[config.mk]
export PLATFORM = sky130hd
export DESIGN_NAME = frame_seq_ctrl
export DESIGN_NICKNAME = d
export VERILOG_FILES = /design/src/rtl/frame_seq_pkg.sv /design/src/rtl/cyc_timer.sv /design/src/rtl/frame_seq_ctrl.sv
export SDC_FILE = /design/constraint.sdc
export NUM_CORES = 1
export LEC_CHECK = 0
export ABC_AREA = 1
export BUFFER_PORTS_ARGS = -buffer_cell sky130_fd_sc_hd__buf_2
export CORE_AREA = 2 2 71 80
export DETAILED_ROUTE_END_ITERATION = 12
export DIE_AREA = 0 0 73 82
export MAX_ROUTING_LAYER = met4
export PLACE_DENSITY = 0.75
export RECOVER_POWER = 25
export SYNTH_ARGS = -nofsm -noshare
export SYNTH_HDL_FRONTEND = slang
export SYNTH_SLANG_ARGS = --single-unit
[constraint.sdc]
create_clock -name clk -period 4.7 [get_ports clk]
set_input_delay 0.47 -clock clk [delete_from_list [all_inputs] [get_ports clk]]
set_output_delay 0.47 -clock clk [all_outputs]
set_load 0.01 [all_outputs]
[src/rtl/frame_seq_pkg.sv]
// -----------------------------------------------------------------------------
// frame_seq_pkg
// Shared definitions for the frame sequencer: FSM state encoding, default
// parameter values and a width helper for the cycle timers.
// Optional feature macro used by the design: FRAME_SEQ_TIMEOUT_EN (watchdog).
// -----------------------------------------------------------------------------
package frame_seq_pkg;

    typedef enum logic [2:0] {
        IDLE      = 3'd0,
        LAUNCH    = 3'd1,
        WAIT_DONE = 3'd2,
        GAP       = 3'd3,
        FINISH    = 3'd4
    } frame_seq_state_t;

    localparam int DEF_CNT_W          = 32'sd16;
    localparam int DEF_GAP_CYCLES     = 32'sd1000;
    localparam int DEF_TIMEOUT_CYCLES = 32'sd420000;

    // Bits needed to hold max_val, never less than one.
    function automatic int timer_width(input int max_val);
        if (max_val < 32'sd1) begin
            return 32'sd1;
        end else begin
            return $clog2(max_val + 32'sd1);
        end
    endfunction

endpackage

[src/rtl/cyc_timer.sv]
// -----------------------------------------------------------------------------
// cyc_timer
// Loadable count-down timer. A load writes load_val; while en is high the
// count decrements toward zero and stops there. expired is high in any
// enabled, non-load cycle in which the count already reads zero, so a timer
// loaded with N expires in the (N+1)-th enabled cycle after the load.
// Ports:
//   clk, rst        clock and synchronous active-high reset
//   load, load_val  reload strobe and value
//   en              count enable
//   expired         count reached zero while enabled
// -----------------------------------------------------------------------------
module cyc_timer
    import frame_seq_pkg::*;
#(
    parameter int W = 8
) (
    input  logic         clk,
    input  logic         rst,
    input  logic         load,
    input  logic [W-1:0] load_val,
    input  logic         en,
    output logic         expired
);

    logic [W-1:0] cnt_r;

    // Count-down register with load priority over decrement
    always_ff @(posedge clk) begin
        if (rst) begin
            cnt_r <= '0;
        end else if (load) begin
            cnt_r <= load_val;
        end else if (en && (cnt_r != '0)) begin
            cnt_r <= cnt_r - W'(1'b1);
        end else begin
            cnt_r <= cnt_r;
        end
    end

    assign expired = en && !load && (cnt_r == '0);

endmodule

[src/rtl/frame_seq_ctrl.sv]
// -----------------------------------------------------------------------------
// frame_seq_ctrl
// Launches a run of video frames on a stream source: one src_begin pulse per
// frame, waits for src_done, idles GAP_CYCLES+1 cycles, repeats until the
// requested count is reached (frame_num=0 runs until stop).
// Optional feature: define FRAME_SEQ_TIMEOUT_EN to add a watchdog on the
// wait for src_done; without it timeout_err is constant 0.
// Ports:
//   clk, rst     clock, synchronous active-high reset
//   start, stop  sequence start / stop-after-current-frame pulses
//   frame_num    frames to run (0 = continuous)
//   src_begin    frame launch pulse to the source
//   src_done     end-of-frame pulse from the source
//   busy         high whenever not idle
//   frame_cnt    frames completed in the current/last sequence
//   seq_done     pulse when a sequence ends normally
//   timeout_err  sticky watchdog flag
// -----------------------------------------------------------------------------
module frame_seq_ctrl
    import frame_seq_pkg::*;
#(
    parameter int CNT_W          = DEF_CNT_W,
    parameter int GAP_CYCLES     = DEF_GAP_CYCLES,
    parameter int TIMEOUT_CYCLES = DEF_TIMEOUT_CYCLES
) (
    input  logic             clk,
    input  logic             rst,
    input  logic             start,
    input  logic             stop,
    input  logic [CNT_W-1:0] frame_num,
    output logic             src_begin,
    input  logic             src_done,
    output logic             busy,
    output logic [CNT_W-1:0] frame_cnt,
    output logic             seq_done,
    output logic             timeout_err
);

    localparam int GAP_W = timer_width(GAP_CYCLES);

    frame_seq_state_t state_r;
    frame_seq_state_t state_s;

    logic [CNT_W-1:0] target_r;
    logic [CNT_W-1:0] frame_cnt_r;
    logic [CNT_W-1:0] cnt_inc_s;
    logic             stop_req_r;
    logic             src_begin_r;
    logic             busy_r;
    logic             seq_done_r;

    logic             start_acc_s;
    logic             frame_done_s;
    logic             stop_set_s;
    logic             last_frame_s;
    logic             gap_load_s;
    logic             gap_en_s;
    logic             gap_exp_s;

`ifdef FRAME_SEQ_TIMEOUT_EN
    localparam int WD_W = timer_width(TIMEOUT_CYCLES);
    logic wd_load_s;
    logic wd_en_s;
    logic wd_exp_s;
    logic timeout_s;
    logic timeout_err_r;
`endif

    assign cnt_inc_s    = frame_cnt_r + CNT_W'(1'b1);
    // Compare against the post-increment count; target 0 never terminates.
    assign last_frame_s = (target_r != '0) && (cnt_inc_s == target_r);
    assign gap_en_s     = (state_r == GAP);

    // The gap timer is loaded while leaving WAIT_DONE, so GAP lasts
    // GAP_CYCLES+1 cycles (one cycle when GAP_CYCLES is 0).
    cyc_timer #(.W(GAP_W)) u_gap_timer (
        .clk      (clk),
        .rst      (rst),
        .load     (gap_load_s),
        .load_val (GAP_W'(GAP_CYCLES)),
        .en       (gap_en_s),
        .expired  (gap_exp_s)
    );

`ifdef FRAME_SEQ_TIMEOUT_EN
    // Loaded in LAUNCH with TIMEOUT_CYCLES-1 so it fires in the
    // TIMEOUT_CYCLES-th WAIT_DONE cycle.
    assign wd_load_s = (state_r == LAUNCH);
    assign wd_en_s   = (state_r == WAIT_DONE);

    cyc_timer #(.W(WD_W)) u_wd_timer (
        .clk      (clk),
        .rst      (rst),
        .load     (wd_load_s),
        .load_val (WD_W'(TIMEOUT_CYCLES - 32'sd1)),
        .en       (wd_en_s),
        .expired  (wd_exp_s)
    );
`endif

    // FSM state register
    always_ff @(posedge clk) begin
        if (rst) begin
            state_r <= IDLE;
        end else begin
            state_r <= state_s;
        end
    end

    // Next-state decode and per-cycle control strobes
    always_comb begin
        state_s      = state_r;
        start_acc_s  = 1'b0;
        frame_done_s = 1'b0;
        stop_set_s   = 1'b0;
        gap_load_s   = 1'b0;
`ifdef FRAME_SEQ_TIMEOUT_EN
        timeout_s    = 1'b0;
`endif
        case (state_r)
            IDLE: begin
                if (start) begin
                    start_acc_s = 1'b1;
                    state_s     = LAUNCH;
                end else begin
                    state_s = IDLE;
                end
            end
            LAUNCH: begin
                stop_set_s = stop;
                state_s    = WAIT_DONE;
            end
            WAIT_DONE: begin
                stop_set_s = stop;
                if (src_done) begin
                    frame_done_s = 1'b1;
                    // A stop arriving with src_done still ends the run here.
                    if (stop_req_r || stop || last_frame_s) begin
                        state_s = FINISH;
                    end else begin
                        state_s    = GAP;
                        gap_load_s = 1'b1;
                    end
                end
`ifdef FRAME_SEQ_TIMEOUT_EN
                else if (wd_exp_s) begin
                    timeout_s = 1'b1;
                    state_s   = IDLE;
                end
`endif
                else begin
                    state_s = WAIT_DONE;
                end
            end
            GAP: begin
                if (stop) begin
                    state_s = FINISH;
                end else if (gap_exp_s) begin
                    state_s = LAUNCH;
                end else begin
                    state_s = GAP;
                end
            end
            FINISH: begin
                state_s = IDLE;
            end
            default: begin
                state_s = IDLE;
            end
        endcase
    end

    // Sequence bookkeeping: target, completed-frame count, pending stop
    always_ff @(posedge clk) begin
        if (rst) begin
            target_r    <= '0;
            frame_cnt_r <= '0;
            stop_req_r  <= 1'b0;
        end else if (start_acc_s) begin
            target_r    <= frame_num;
            frame_cnt_r <= '0;
            stop_req_r  <= 1'b0;
        end else begin
            target_r    <= target_r;
            frame_cnt_r <= frame_done_s ? cnt_inc_s : frame_cnt_r;
            stop_req_r  <= stop_req_r | stop_set_s;
        end
    end

    // Outputs registered from the next state so they line up with state_r
    always_ff @(posedge clk) begin
        if (rst) begin
            src_begin_r <= 1'b0;
            busy_r      <= 1'b0;
            seq_done_r  <= 1'b0;
        end else begin
            src_begin_r <= (state_s == LAUNCH);
            busy_r      <= (state_s != IDLE);
            seq_done_r  <= (state_s == FINISH);
        end
    end

`ifdef FRAME_SEQ_TIMEOUT_EN
    // Sticky watchdog flag, cleared by reset or an accepted start
    always_ff @(posedge clk) begin
        if (rst) begin
            timeout_err_r <= 1'b0;
        end else if (start_acc_s) begin
            timeout_err_r <= 1'b0;
        end else begin
            timeout_err_r <= timeout_err_r | timeout_s;
        end
    end

    assign timeout_err = timeout_err_r;
`else
    assign timeout_err = 1'b0;
`endif

    assign src_begin = src_begin_r;
    assign busy      = busy_r;
    assign seq_done  = seq_done_r;
    assign frame_cnt = frame_cnt_r;

endmodule

# --- Word-level counts from Yosys, hierarchy flattened ---
# Index checks and enable logic that the tools add are counted.
word_totals:
  ff_bits: 49
  wordCells: 50
classes:
  n_eq_ne: 6
  n_reduce_logical: 16
  n_addsub: 2
  bitwise_logic: 1
  n_mux: 16
ops:
  columns: ["operator", "n"]
  rows:
  - ["2-to-1 mux 10 bit", 2]
  - ["adder 16 x 1 -> 16 bit (second input constant)", 1]
  - ["== test 16 bit", 1]
  - ["nonzero test 16 bit", 1]
  - ["case mux 3 bit (4 select lines)", 1]
  - ["logical NOT 10 bit", 1]
  - ["nonzero test 10 bit", 1]
  - ["subtractor 10 x 1 -> 10 bit (second input constant)", 1]
  - ["2-to-1 mux 1 bit", 9]
  - ["2-to-1 mux 3 bit", 3]
  - ["== test 3 x 1 -> 1 bit (second input constant)", 2]
  - ["== test 3 x 2 -> 1 bit (second input constant)", 2]
  - ["OR reduction 2 bit", 3]
  - ["logical AND 1 bit", 4]
  - ["== test 3 bit (second input constant)", 1]
  - ["logical NOT 3 bit", 1]
  - ["nonzero test 3 bit", 1]
  - ["logical OR 1 bit", 2]
  - ["2-to-1 mux 2 bit", 1]
  - ["nonzero test 2 bit", 1]
  - ["logical NOT 1 bit", 1]
  - ["bitwise OR 1 bit", 1]

# --- Longest topological paths before layout ---
# Gate-level depths: netlist of run 1.
depth:
  word_depth: 14
  depth_mapped: 19

# --- Cells and area by module ---
# From an unflattened synthesis of run 1, not the netlist that was laid out.
hier_totals:
  hier_cells: 473
  hier_area_um2: 2990.4
modules_own_cells:
  columns: ["module", "area_per_inst_um2", "cells_each", "n_inst", "seq_area_each_um2"]
  rows:
  - ["frame_seq_ctrl", 2217.1, 351, 1, 780.7]
  - ["cyc_timer", 773.2, 122, 1, 200.2]

# --- Least setup slack after synthesis of run 1 ---
# OpenSTA, ideal clock, no wires.
synth_timing:
  path_kind: "register to register"
  startpoint: "register frame_cnt_r[1], in the netlist frame_cnt[1]"
  endpoint: "register busy_r, in the netlist busy"
  required_ns: 4.583
  path_buffers: 0
  path_stages_with_launch: 17
  path_slack_ns: 2.737
  t_arrival_ns: 1.846
  path_cell_list: "dfxtp_1 > ha_1 > nand2_2 > nor2_4 > nand3_1 > nand2_1 > nand2_1 > nand2_1 > nand2_1 > nor2_1 > nand2_1 > nor2_2 > nand2_2 > nand3_4 > nand2_2 > o21bai_1 > nand2_1"
synth_via:
  elab_chain_cells: 14
synth_lines:
  columns: ["item", "line_no", "rtl"]
  rows:
  - ["start: declaration", "frame_seq_ctrl.sv:45", "logic [CNT_W-1:0] frame_cnt_r;"]
  - ["start signal: assignment", "frame_seq_ctrl.sv:185", "frame_cnt_r <= frame_done_s ? cnt_inc_s : frame_cnt_r;"]
  - ["adder 16 x 1 -> 16 bit *", "frame_seq_ctrl.sv:69", "assign cnt_inc_s = frame_cnt_r + CNT_W'(1'b1);"]
  - ["== test 16 bit *", "frame_seq_ctrl.sv:71", "assign last_frame_s = (target_r != '0) && (cnt_inc_s == target_r);"]
  - ["logical AND 1 bit *", "frame_seq_ctrl.sv:71", null]
  - ["logical OR 1 bit *", "frame_seq_ctrl.sv:138", "if (stop_req_r || stop || last_frame_s) begin"]
  - ["2-to-1 mux 1 bit", "frame_seq_ctrl.sv:138", null]
  - ["2-to-1 mux 1 bit", "frame_seq_ctrl.sv:135", "if (src_done) begin"]
  - ["2-to-1 mux 1 bit", "frame_seq_ctrl.sv:120", "case (state_r)"]
  - ["logical NOT 1 bit", "cyc_timer.sv:41", "assign expired = en && !load && (cnt_r == '0);"]
  - ["logical AND 1 bit (2 in series)", "cyc_timer.sv:41", null]
  - ["2-to-1 mux 2 bit", "frame_seq_ctrl.sv:158", "end else if (gap_exp_s) begin"]
  - ["2-to-1 mux 3 bit", "frame_seq_ctrl.sv:156", "if (stop) begin"]
  - ["case mux 3 bit (4 select lines) *", "frame_seq_ctrl.sv:120", null]
  - ["nonzero test 3 bit *", "frame_seq_ctrl.sv:198", "busy_r <= (state_s != IDLE);"]
  - ["end signal: assignment", "frame_seq_ctrl.sv:198", null]
  - ["end: declaration", "frame_seq_ctrl.sv:49", "logic busy_r;"]
# Mark *: on every way between the ends. The rest lies on a longest branch, timed or not.
# A chain may end at the register's enable or synchronous reset.

# --- Final worst setup path of run 1 ---
layout_timing:
  startpoint: "register state_r[0]"
  endpoint: "register busy_r, in the netlist busy"
layout_via:
  elab_chain_cells: 9
layout_lines:
  columns: ["item", "line_no", "rtl"]
  rows:
  - ["start: declaration", "frame_seq_ctrl.sv:41", "frame_seq_state_t state_r;"]
  - ["start signal: assignment", "frame_seq_ctrl.sv:106", "state_r <= state_s;"]
  - ["== test 3 x 2 -> 1 bit", "frame_seq_ctrl.sv:120", null]
  - ["2-to-1 mux 1 bit", "frame_seq_ctrl.sv:120", null]
  - ["logical NOT 1 bit", "cyc_timer.sv:41", null]
  - ["logical AND 1 bit (2 in series)", "cyc_timer.sv:41", null]
  - ["2-to-1 mux 2 bit", "frame_seq_ctrl.sv:158", null]
  - ["2-to-1 mux 3 bit", "frame_seq_ctrl.sv:156", null]
  - ["case mux 3 bit (4 select lines) *", "frame_seq_ctrl.sv:120", null]
  - ["nonzero test 3 bit *", "frame_seq_ctrl.sv:198", null]
# Marked as above.

==> flow_summary.toml, run 1 <==
[placement]
post-dp-hpwl_um = 4804
port-buffer-count = 39
place_ws_ns = 2.284
placedInstanceArea_um2 = 2973
replace_congestion = 0.8944

[global_route]
grt_antenna_before_repair = 0
grt_first_pass_wirelength_um = 10230
grt.total_usage = 0.2214
pin_count_of_the_biggest_net_entering_global_routing = 34
first_global_vias = 2468
global_route.overflow_total = 0

[clock_tree]
clock_tree.htree_level_count = 2
cts_root_buffer = "sky130_fd_sc_hd__clkbuf_8"
tritoncts_clock_tree = "built"
clock_path_buffers = 2
tritoncts.num_buffers = 5
cts_setup_buffers = 0
cts.sinks = 49
cts_hold_repair.buffers = 0
cts.repair.resized = 0
worst_skew_pair.late_latency_ns = 0.31
cts.clk_slew.worst_paths_ns = 0.10

[detailed_routing]
drt_drc_violations_left = 0
first_iter_violations = 253
drt_via_density = 5.230
route.vias.total = 2657
firstDrtPassIters = 4
wl_per_cell_um = 12.28
antenna_left = 0
routed_wirelength_um = 6240

[sta]
rsz0062_at_grt = "no"
max-slew-margin-rel = 0.3367
max_freq_mhz = 437.3
setup_viol = 0
setup-tns-final_ns = 0
worst_clock_skew_ns = 0.01177
tightestPinTransition_ns = 0.9913
finalWorstPathRequiredPeriod_ns = 2.287
timing.final.hold_violations = 0
timing.final.max_slew_violations = 0
fraction_of_the_cycle_the_final_worst_path_needs = 0.4866
post-route-worst-setup-slack_ns = 2.413

[logic_synthesis]
syn-mean-instance-area_um2 = 6.673
synth_seq_area_share = 0.3577
synth.ff_latch_count = 49
synth.top_cell.area_share = 0.3577
ys_warn_count = 0
number_of_nets_produced_by_synthesis = 435
synth_area_um2 = 2743
synthDominantAreaCellType = "sky130_fd_sc_hd__dfxtp_1"
synth_cell_type_count = 31
syn-instance-count = 411
yosys-top-cells-area = "sky130_fd_sc_hd__dfxtp_1, sky130_fd_sc_hd__nand2_1, sky130_fd_sc_hd__inv_1"

[floorplan]
initial_utilization = 0.5254
fp.coreArea_um2 = 5220
io-pin-count = 41
rows = 28
die_h_um = 82
die-width_um = 73
die-area_um2 = 5986

[layout]
syn2layout_area_growth_pct = 12.50
layout-drive-gt1-share = 0.1496
final_util = 0.5911
fillCellCount = 502
fin_area_um2 = 3085
antenna_cells_inserted = 0
layout.area.seq_um2 = 980.9
multi_input_comb_area_um2 = 1470
nNetsFinal = 471
layout_commonest_cell = "sky130_fd_sc_hd__nand2_1"
final_cell_mix = "sky130_fd_sc_hd__nand2_1, sky130_fd_sc_hd__inv_1, sky130_fd_sc_hd__dfxtp_1"

[critical_path]
cp.arrival_ns = 2.48
delay_contributed_by_the_slowest_stage_of_the_critical_path_ns = 0.67
timing.critical_path.max_delay_family = "simple AND/OR/NAND/NOR gates"
critPathCaptureType = "flip-flop"
worst_ep_required_time_ns = 4.90
path_buf_inv = 1
critPathLaunchType = "flip-flop"
timing.critical_path.cells = "nor2_1 -> nand3_1 -> clkinv_1 -> nand3_4 -> nand2_2 -> o21bai_1 -> nand2_1"
crit_type = "reg2reg"
worstPathMaxFanout = 19
cp_slowest_cell = "sky130_fd_sc_hd__clkinv_1"

[power_and_ir_drop]
peak_ir_drop_on_the_vdd_network_uv = 177.0
power.density_cell_area_nw_per_um2 = 292.5
cell_leakage_power_uw = 0.001482

[min_path]
worstHoldPathType = "in2reg"

[outcome]
status = "complete, no violations"

[job]
max_cap_violations = 0
==> kinds of logic after synthesis <==
kind of cell | count (synthesis) | share of synthesized area
flip-flops | 49 | 0.3577
buffers and inverters | 76 | 0.1063
AND/OR/NAND/NOR | 205 | 0.3540
AO/OA/AOI/OAI | 67 | 0.1350
other | 1 | 0.001367
XOR/XNOR | 10 | 0.03193
adder cells (fa/ha/maj) | 3 | 0.01369
==> state kept, by name (all words and copies together) (netlist names) <==
name               flops
src_begin              1
u_gap_timer.cnt_r     10
busy                   1
stop_req_r             1
target_r              16
state_r                3
seq_done               1
frame_cnt             16
==> where the power goes <==
group,internal (µW),leakage (µW),switching [µW]
clock,173,0.0000574,144
combinational,48.0,0.00103,83.5
sequential,438,0.000400,15.5
==> stage by stage <==
step	hold slack, ns	power [µW]	cells
2_1_floorplan	0.4374	557.9	411
3_3_place_gp	0.4566	592.2	500
3_5_place_dp	0.4707	595.4	500
4_1_cts	0.4418	908.2	508
5_1_grt	0.4571	945.0	508
6_report	0.4406	902.4	508
==> layout make-up <==
cell class	count	area share
Inverter	65	0.07908
Multi-Input combinational cell	286	0.4765
Timing Repair Buffer	40	0.06326
Clock buffer	6	0.02676
Sequential cell	49	0.3179
Clock inverter	2	0.01217
Tap cell	60	0.02433
==> cells in the mapped netlist (all sizes together) <==
library cell,number
a21oi,33
buf,2
clkbuf,9
clkinv,1
conb,1
dfxtp,49
ha,3
inv,64
nand2,106
nand3,43
nand4,12
nor2,37
nor3,2
nor3b,1
nor4,1
o211ai,11
o21a,2
o21ai,20
o21bai,1
or2,3
xnor2,6
xor2,4
==> worst reg2reg max path: cells and delay by family, from the launching register on <==
kind | cells | cell delay (ns)
DFF | 1 | 0.36
and+or+nand+nor | 5 | 1.02
buffers and inverters | 1 | 0.67
AOI/OAI and AO/OA | 1 | 0.14
==> path summary, 6_finish.rpt <==
kind	slack [ns]	start	end	cells after the start
setup / recovery	2.41	state_r[0]$_SDFF_PP0_	busy$_SDFF_PP0_	7
hold / removal	0.44	frame_num[13]	target_r[13]$_SDFFE_PP0P_	3
setup reg to reg	2.41	state_r[0]$_SDFF_PP0_	busy$_SDFF_PP0_	7
hold reg to reg	0.48	u_gap_timer.cnt_r[1]$_SDFFE_PP0P_	u_gap_timer.cnt_r[1]$_SDFFE_PP0P_	2
==> layer usage <==
layer,up-vias,routed length [µm],part of all wire,GRT usage
met5,-,0,0,-
met4,0,57,0.0091,0.05926
met1,1210,2858,0.46,0.2657
li1,1392,-,-,-
met2,49,3127,0.50,0.3829
met3,6,197,0.032,0.03681
Note: power is estimated with default switching activity, not from simulation.
==> inputs of run 2 (changes only) <==
- ABC_AREA: 1 -> 0
- PLACE_DENSITY: 0.75 -> 0.76
- clock period: 4.7 -> 2.33 ns (I/O delays scaled with it)
==> flow_summary.toml, run 2 <==
[outcome]
status = "complete, no violations"

[logic_synthesis]
syn-mean-instance-area_um2 = 8.407
ys.flop_type = "sky130_fd_sc_hd__dfxtp_1"
yosys-top-cells-area = "sky130_fd_sc_hd__dfxtp_1, sky130_fd_sc_hd__nand2_1, sky130_fd_sc_hd__xnor2_1"
most_instantiated_library_cell_after_synthesis = "sky130_fd_sc_hd__dfxtp_1"
netlist_top_cells_count = "sky130_fd_sc_hd__dfxtp_1, sky130_fd_sc_hd__nand2_1, sky130_fd_sc_hd__nor2_1"
synth_cell_type_count = 65
synth_seq_area_share = 0.3525
synth.ff_latch_count = 49
synth.top_cell.area_share = 0.3525
ys_warn_count = 0
number_of_nets_produced_by_synthesis = 355
number_of_synthesized_flops_with_an_enable_pin = 0
synthDominantAreaCellType = "sky130_fd_sc_hd__dfxtp_1"
synth_area_um2 = 2783
syn-instance-count = 331
asyncSetResetFlopFracSynth = 0

[critical_path]
worst_ep_required_time_ns = 2.54
cp_slowest_cell = "sky130_fd_sc_hd__o41a_1"
setup.reg_to_reg.worst_slack_ns = 0.03
crit_path_start = "frame_cnt[1]$_SDFFE_PP0P_"
critPathLaunchType = "flip-flop"
crit_type = "reg2reg"
delay_contributed_by_the_slowest_stage_of_the_critical_path_ns = 0.38
regToRegStartpoint = "frame_cnt[1]$_SDFFE_PP0P_"
worstPathMaxFanout = 7
path_buf_inv = 0
cp.arrival_ns = 2.51
critPathCaptureType = "flip-flop"
timing.critical_path.cells = "ha_2 -> nand3_2 -> a211oi_1 -> o21ai_0 -> a211oi_2 -> nand4_2 -> o41a_1 -> a211o_1"
timing.critical_path.max_delay_family = "compound AO/OA/AOI/OAI gates"

[clock_tree]
clock_path_buffers = 2
cts.clk_slew.worst_paths_ns = 0.10
tritoncts.num_buffers = 5
clock_tree.htree_level_count = 2
cts_root_buffer = "sky130_fd_sc_hd__clkbuf_8"
worst_skew_pair.late_latency_ns = 0.31
tritoncts_clock_tree = "built"
cts.sinks = 49

[power_and_ir_drop]
peak_ir_drop_on_the_vdd_network_uv = 417.5
power.density_cell_area_nw_per_um2 = 576.1
cell_leakage_power_uw = 0.001395

[detailed_routing]
drt_drc_violations_left = 0
wl_per_cell_um = 15.17
first_iter_violations = 119
drt_via_density = 5.846
firstDrtPassIters = 4
route.vias.total = 2619
routed_wirelength_um = 6795
antenna_left = 0

[placement]
post-dp-hpwl_um = 5098
port-buffer-count = 39
placedInstanceArea_um2 = 3131
place_ws_ns = 0.03666
replace_congestion = 0.9112

[layout]
nNetsFinal = 411
fillCellCount = 454
syn2layout_area_growth_pct = 20.32
antenna_cells_inserted = 0
final_util = 0.6414
layout-drive-gt1-share = 0.2809
fin_area_um2 = 3348
final_cell_mix = "sky130_fd_sc_hd__nand2_1, sky130_fd_sc_hd__dfxtp_1, sky130_fd_sc_hd__buf_2"
layout_commonest_cell = "sky130_fd_sc_hd__nand2_1"

[floorplan]
rows = 28
initial_utilization = 0.5331
die-width_um = 73
fp.coreArea_um2 = 5220
io-pin-count = 41
die-area_um2 = 5986
die_h_um = 82

[global_route]
pin_count_of_the_biggest_net_entering_global_routing = 20
grt.total_usage = 0.2389
global_route.overflow_total = 0
grt_antenna_before_repair = 0
first_global_vias = 2472
grt_first_pass_wirelength_um = 10900

[sta]
worst_clock_skew_ns = 0.01315
max_freq_mhz = 434.8
timing.final.hold_violations = 0
finalWorstPathRequiredPeriod_ns = 2.300
tightestPinTransition_ns = 0.6006
fraction_of_the_cycle_the_final_worst_path_needs = 0.9871
timing.final.max_slew_violations = 0
max-slew-margin-rel = 0.5984
post-route-worst-setup-slack_ns = 0.03010
setup_viol = 0

[min_path]
worstHoldPathType = "in2reg"
hold_path.startpoint = "frame_num[9]"

[job]
max_cap_violations = 0
## run 2: logic make-up (layout without fill, tap and decap cells)
| family | after synthesis | after routing | synth area share |
|---|---|---|---|
| buffers and inverters | 29 | 86 | 0.06565 |
| adders and majority gates | 3 | 3 | 0.01349 |
| AOI/OAI and AO/OA | 69 | 69 | 0.1583 |
| xor gates and xnor gates | 36 | 36 | 0.1187 |
| DFF | 49 | 49 | 0.3525 |
| other | 1 | 1 | 0.001348 |
| and+or+nand+nor | 143 | 143 | 0.2864 |
| muxes | 1 | 1 | 0.003597 |
## run 2: final timing paths
check,to,cells after the start
worst min-delay path,target_r[9]$_SDFFE_PP0P_,3
worst max-delay path,busy$_SDFF_PP0_,8
worst max register to register,busy$_SDFF_PP0_,8
worst min register to register,target_r[0]$_SDFFE_PP0P_,2
## run 2: worst min-delay path: stages
cell	delay (ns)
sky130_fd_sc_hd__buf_2	0.09
sky130_fd_sc_hd__nand2_1	0.05
sky130_fd_sc_hd__a21oi_1	0.05
## run 2: power by group
| group | internal (µW) | total (µW) | switching (µW) |
|---|---|---|---|
| clock network | 432 | 734 | 301 |
| registers | 876 | 918 | 42.5 |
| logic | 130 | 277 | 148 |
| total | 1440 | 1930 | 491 |
## run 2: metrics by stage
step	setup TNS, ns	total power (µW)	hold WS [ns]	cells
floorplan	0	1110	0.3690	331
global placement	0	1180	0.4745	438
detailed placement	0	1186	0.4805	438
CTS	0	1910	0.1474	446
global route	-0.7960	2007	0.1540	448
finish	0	1929	0.1492	448
## run 2: cell type report
type / instances / area, µm² / area share
clock inverters: 3 / 68.82 / 0.02055
repair buffers: 71 / 429.2 / 0.1282
well taps: 60 / 75.07 / 0.02242
clock buffers: 5 / 68.82 / 0.02055
multi-input cells: 253 / 1688 / 0.5041
flip-flops and latches: 49 / 992.2 / 0.2963
inverters: 7 / 26.28 / 0.007848
## run 2: timing repair
item,CTS,global route
setup buffers,0,2
endpoints found under the setup margin,0,15
gates resized for setup,0,22
hold buffers,0,0
endpoints found under the hold margin,0,0
## run 2: metal layers
metal / GRT usage / vias up / share of wire
li1: - / 1276 / -
met1: 0.2763 / 1238 / 0.42
met2: 0.4108 / 86 / 0.50
met3: 0.03804 / 19 / 0.048
met4: 0.09630 / 0 / 0.027
met5: - / - / 0
